File: src/rtl/nibble_link_pkg.sv
// rtl/nibble_link_pkg.sv - frame layout helpers and FSM states shared by both ends of the nibble link
package nibble_link_pkg;

  typedef enum logic [1:0] {
    S_IDLE    = 2'd0,
    S_RECEIVE = 2'd1,
    S_DONE    = 2'd2
  } state_t;

  function automatic int num_units(input int data_width, input int unit_width);
    return data_width / unit_width;
  endfunction

  function automatic int has_rem(input int data_width, input int unit_width);
    return num_units(data_width, unit_width) % 2;
  endfunction

  // Odd unit counts spend one extra byte whose low nibble is padding.
  function automatic int num_rx(input int data_width, input int unit_width);
    return num_units(data_width, unit_width) / 2 + has_rem(data_width, unit_width);
  endfunction

endpackage

File: src/rtl/rx_gap_timer.sv
// rtl/rx_gap_timer.sv - saturating idle-gap counter that flags the last allowed idle clock
module rx_gap_timer #(
  parameter int TIMEOUT_CYCLES = 0
) (
  input  logic clk,
  input  logic rst,
  input  logic clear,
  input  logic tick,
  output logic expire
);

  if (TIMEOUT_CYCLES == 0) begin : g_off
    logic unused_inputs;
    assign unused_inputs = ^{clk, rst, clear, tick};
    assign expire = 1'b0;
  end else begin : g_on
    localparam int W = ($clog2(TIMEOUT_CYCLES + 1) > 0) ? $clog2(TIMEOUT_CYCLES + 1) : 1;
    localparam logic [W-1:0] LAST = W'(TIMEOUT_CYCLES - 1);

    logic [W-1:0] count;

    always_ff @(posedge clk) begin
      if (rst || clear) begin
        count <= '0;
      end else if (tick && (count != '1)) begin
        count <= count + 1'b1;
      end
    end

    assign expire = (count == LAST);
  end

endmodule

File: src/rtl/nibble_unpacker_deserializer.sv
// rtl/nibble_unpacker_deserializer.sv - reassembles nibble-packed UART bytes into one atomic frame vector
module nibble_unpacker_deserializer
  import nibble_link_pkg::*;
#(
  parameter int DATA_WIDTH     = 324,
  parameter int UNIT_WIDTH     = 4,
  parameter int CHUNK_WIDTH    = 8,
  parameter int TIMEOUT_CYCLES = 0
) (
  input  logic                   clk,
  input  logic                   rst,
  input  logic                   start_reception,
  input  logic [CHUNK_WIDTH-1:0] uart_rx_data,
  input  logic                   uart_rx_valid,
  output logic                   uart_rx_ready,
  output logic [DATA_WIDTH-1:0]  data_received,
  output logic                   reception_done,
  output logic                   pad_error,
  output logic                   rx_timeout
);

  localparam int NUM_UNITS = num_units(DATA_WIDTH, UNIT_WIDTH);
  localparam int HAS_REM   = has_rem(DATA_WIDTH, UNIT_WIDTH);
  localparam int NUM_RX    = num_rx(DATA_WIDTH, UNIT_WIDTH);
  localparam int CNT_W     = (NUM_RX > 1) ? $clog2(NUM_RX) : 1;
  localparam logic [CNT_W-1:0] LAST_RX = CNT_W'(NUM_RX - 1);

  state_t                state, state_next;
  logic [CNT_W-1:0]      rx_counter;
  logic [DATA_WIDTH-1:0] shadow, shadow_next;
  logic                  accept, last_byte, arm, gap_expire, timeout_hit;

  assign uart_rx_ready = (state == S_RECEIVE);
  assign accept        = uart_rx_valid && uart_rx_ready;
  assign last_byte     = accept && (rx_counter == LAST_RX);
  assign arm           = (state == S_IDLE) && start_reception;
  assign timeout_hit   = (state == S_RECEIVE) && !accept && gap_expire;

  rx_gap_timer #(
    .TIMEOUT_CYCLES(TIMEOUT_CYCLES)
  ) u_gap_timer (
    .clk   (clk),
    .rst   (rst),
    .clear (arm || accept),
    .tick  ((state == S_RECEIVE) && !accept),
    .expire(gap_expire)
  );

  always_ff @(posedge clk) begin
    if (rst) begin
      state <= S_IDLE;
    end else begin
      state <= state_next;
    end
  end

  always_comb begin
    state_next = state;
    case (state)
      S_IDLE:    if (start_reception) state_next = S_RECEIVE;
      S_RECEIVE: begin
        if (last_byte) begin
          state_next = S_DONE;
        end else if (timeout_hit) begin
          state_next = S_IDLE;
        end
      end
      S_DONE:    if (!start_reception) state_next = S_IDLE;
      default:   state_next = S_IDLE;
    endcase
  end

  // Byte k carries units 2k (high nibble) and 2k+1; a pad nibble past the last unit is never stored.
  always_comb begin
    shadow_next = shadow;
    for (int i = 0; i < NUM_UNITS; i++) begin
      if (accept && (int'(rx_counter) == i / 2)) begin
        if (i % 2 == 0) begin
          shadow_next[DATA_WIDTH-1-i*UNIT_WIDTH -: UNIT_WIDTH] = uart_rx_data[CHUNK_WIDTH-1 -: UNIT_WIDTH];
        end else begin
          shadow_next[DATA_WIDTH-1-i*UNIT_WIDTH -: UNIT_WIDTH] = uart_rx_data[UNIT_WIDTH-1:0];
        end
      end
    end
  end

  always_ff @(posedge clk) begin
    if (rst) begin
      rx_counter     <= '0;
      shadow         <= '0;
      data_received  <= '0;
      reception_done <= 1'b0;
      pad_error      <= 1'b0;
      rx_timeout     <= 1'b0;
    end else begin
      if (arm) begin
        rx_counter     <= '0;
        shadow         <= '0;
        reception_done <= 1'b0;
        pad_error      <= 1'b0;
        rx_timeout     <= 1'b0;
      end
      if (accept) begin
        shadow     <= shadow_next;
        rx_counter <= rx_counter + 1'b1;
      end
      if (last_byte) begin
        data_received  <= shadow_next;
        reception_done <= 1'b1;
        pad_error      <= (HAS_REM != 0) && (uart_rx_data[UNIT_WIDTH-1:0] != '0);
      end
      if (timeout_hit) begin
        rx_timeout <= 1'b1;
        shadow     <= '0;
      end
    end
  end

endmodule

File: config.mk
export PLATFORM = sky130hd
export DESIGN_NAME = nibble_unpacker_deserializer
export DESIGN_NICKNAME = d
export VERILOG_FILES = /design/src/rtl/nibble_link_pkg.sv /design/src/rtl/rx_gap_timer.sv /design/src/rtl/nibble_unpacker_deserializer.sv
export SDC_FILE = /design/constraint.sdc
export NUM_CORES = 2
export LEC_CHECK = 0
export BUFFER_PORTS_ARGS = -buffer_cell sky130_fd_sc_hd__buf_2
export CAP_MARGIN = 25
export CORE_MARGIN = 3
export CORE_UTILIZATION = 55
export CTS_CLUSTER_DIAMETER = 200
export DETAILED_ROUTE_END_ITERATION = 10
export PLACE_DENSITY = 0.78
export SYNTH_ARGS = -nofsm -noshare
export SYNTH_HDL_FRONTEND = slang
export SYNTH_SLANG_ARGS = --single-unit
File: constraint.sdc
create_clock -name clk -period 2.4 [get_ports clk]
set_clock_uncertainty 0.1 [all_clocks]
set_input_delay 0.12 -clock clk [delete_from_list [all_inputs] [get_ports clk]]
set_output_delay 0.12 -clock clk [all_outputs]
set_load 0.01 [all_outputs]
==> reports/results.tsv <==
stage	metric	value	unit
layout	nets	3064	
floorplan	initial_core_util	56.1	%
drt	num_vias	23600	
setup_path	crit_type	flip-flop to flip-flop	
sta	fin_ws	0.0680	ns
layout	area_growth	19.4	%
sta	hold_viol	0	
global_route	grt_pass1_vias	22400	
yosys	synthFlopType	dfxtp_1	
clock_network	worstSkewPairLatency	0.58	ns
worst_hold_path	min-delay-path-class	input port to flip-flop	
yosys	synth_edf_count	0	
floorplan	coreArea	45700	um^2
sta	setup_tns	0	ns
sta	rsz0062_at_grt	yes	
clock_network	cts_tree	done	
clock_network	cts.sinks	654	
sta	finalSetupViolCount	0	
clock_network	path_clk_slew	0.06	ns
yosys	yosysWarnings	0	
global_route	antenna_found_initial	1	
place	dp_slack	-0.198	ns
place	placed_cells	3563	
drt	drc_errors	0	
floorplan	die_x	222	um
global_route	grt_usage	33.3	%
layout	final_cells	3695	
yosys	synth.net_count	2780	
place	dp_hpwl	54.5	mm
clock_network	clockBufferDepth	3	
layout	drive_gt1_share	22.1	%
yosys	synthTopCellsByArea	dfxtp_1 (51%), a22o_1 (11%), nand2_1 (10%)	
drt	first_pass_iters	6	
place	gp_congestion	0.886	
run	maxCapViolCount	0	
clock_network	cts_buffers	67	
sta	drv_slew	0	
sta	worst_pin_slew	0.841	ns
sta	period_needed	2.33	ns
yosys	async_flop_share	0	%
yosys	syn_area	25600	um^2
yosys	ys_ff_latch	654	
yosys	syn_area_per_cell	9.27	um^2
setup_path	cp_max_fo	21	
clock_network	clock-root-buffer	clkbuf_16	
drt	vias_per_cell	6.38	
drt	drt_iter0_drc	2823	
layout	final_cell_mix	nand2_1 (691), dfxtp_1 (654), buf_2 (337)	
setup_path	worstPathRequired	2.76	ns
run_status	status	complete, no violations	
yosys	yosys.area.top_type	dfxtp_1	
setup_path	crit_arrival	2.69	ns
drt	wl	86.6	mm
global_route	grt_overflow_total	0	
clock_network	htreeDepth	3	
floorplan	rows	78	
floorplan	die_area	49200	um^2
setup_path	end_kind	flip-flop	
drt	wl_per_cell	23.4	um
place	numPortBuffers	338	
setup_path	crit_path_start_kind	flip-flop	
sta	fin_crit_sh	97.2	%
global_route	grt_max_degree	132	
sta	max_slew_margin	43.9	%
power_and_ir_drop	p_leak	11.1	nW
sta	fmax	0.429	GHz
yosys	yosysTopAreaCellShare	51.1	%
drt	ant_nets	0	
floorplan	num_io_pins	340	
power_and_ir_drop	powerDensity	731	nW/um^2
yosys	netlist_instances	2764	
floorplan	die_height	222	um
yosys	ys_seq_area_share	51.1	%
layout	layout_commonest_cell	nand2_1	
power_and_ir_drop	ir_drop	0.525	mV
global_route	grt_pass1_wl	131	mm
yosys	synth.distinct_cells	51	
cell usage after synthesis, drive strengths merged (5+ instances only):
| library cell | instances |
|---|---|
| and2 | 9 |
| a21oi | 67 |
| a311oi | 305 |
| a22o | 320 |
| nor2 | 350 |
| dfxtp | 654 |
| nor4bb | 5 |
| nand2 | 692 |
| nand4bb | 9 |
| buf | 171 |
| o21ai | 41 |
| clkbuf | 96 |
layer usage:
metal	global-route usage, %	vias up	share of wire, %
met2	52.6	1439	45
met4	14.2	0	4.3
met1	44.5	11400	40
met5	0	-	0
met3	6.95	247	10
li1	-	10500	-
flip-flops by register name, summed over array words and instances (netlist names):
signal and flops:
reception_done 1, data_received 324, pad_error 1, state 2
rx_counter 6, shadow 320
critical path, cell delays in order, from the launching register on:
cell	delay (ns)
dfxtp_1	0.33
inv_1	0.10
ha_1	0.19
buf_4	0.18
nand4bb_2	0.19
nor2_4	0.23
buf_12	0.23
buf_4	0.25
nor2_1	0.07
a311oi_1	0.31
logic make-up after synthesis:
| logic type | count (synthesis) | synth area share (%) |
|---|---|---|
| AND/OR/NAND/NOR | 1097 | 18.5 |
| AO/OA/AOI/OAI | 738 | 24.3 |
| flip-flops | 654 | 51.1 |
| buffers and inverters | 269 | 5.84 |
| adder cells (fa/ha/maj) | 4 | 0.195 |
| multiplexers | 1 | 0.0440 |
| other | 1 | 0.0146 |
stage by stage:
| stage | util [%] | hold WS [ns] | power, mW | area, um^2 |
|---|---|---|---|---|
| after floorplan | - | 0.184 | 11.6 | 25600 |
| final | 67.0 | 0.0450 | 22.4 | 30600 |
| after CTS | 66.7 | 0.00311 | 22.4 | 30500 |
| after global placement | 61.4 | 0.309 | 11.9 | 28100 |
| after detailed placement | 61.4 | 0.318 | 11.9 | 28100 |
| after global routing | 67.0 | 0.0502 | 22.9 | 30600 |
where the power goes:
part,switching [mW],total (mW),internal [mW]
Clock,4.33,10.6,6.30
Sequential,0.00632,10.9,10.9
Combinational,0.680,0.880,0.201
what timing repair did:
item | in CTS | in global routing
pin swaps | 1 | 2
hold buffers | 9 | 0
gates resized for setup | 5 | 10
endpoints found under the setup margin | 47 | 241
endpoints found under the hold margin | 80 | 0
setup buffers | 1 | 3
cloned | 1 | 2
final timing paths:
kind	start	to	slack, ns	depth (start not counted)
worst max-delay path	rx_counter[1]$_SDFFE_PP0P_	data_received[243]$_SDFFE_PP0P_	0.07	9
worst min-delay path	uart_rx_data[5]	data_received[305]$_SDFFE_PP0P_	0.04	3
worst max register to register	rx_counter[1]$_SDFFE_PP0P_	data_received[243]$_SDFFE_PP0P_	0.07	9
worst min register to register	data_received[64]$_SDFFE_PP0P_	data_received[64]$_SDFFE_PP0P_	0.36	2
area by class of cell:
| cell class | instances | area [um^2] |
|---|---|---|
| clock inverter | 16 | 203 |
| inverter | 2 | 7.51 |
| sequential | 654 | 13100 |
| clock buffer | 99 | 2030 |
| fill | 3557 | 15100 |
| multi-input combinational | 1841 | 11200 |
| antenna | 1 | 2.50 |
| timing repair buffer | 482 | 3340 |
| tap | 600 | 751 |
(Power assumes the default switching activity.)
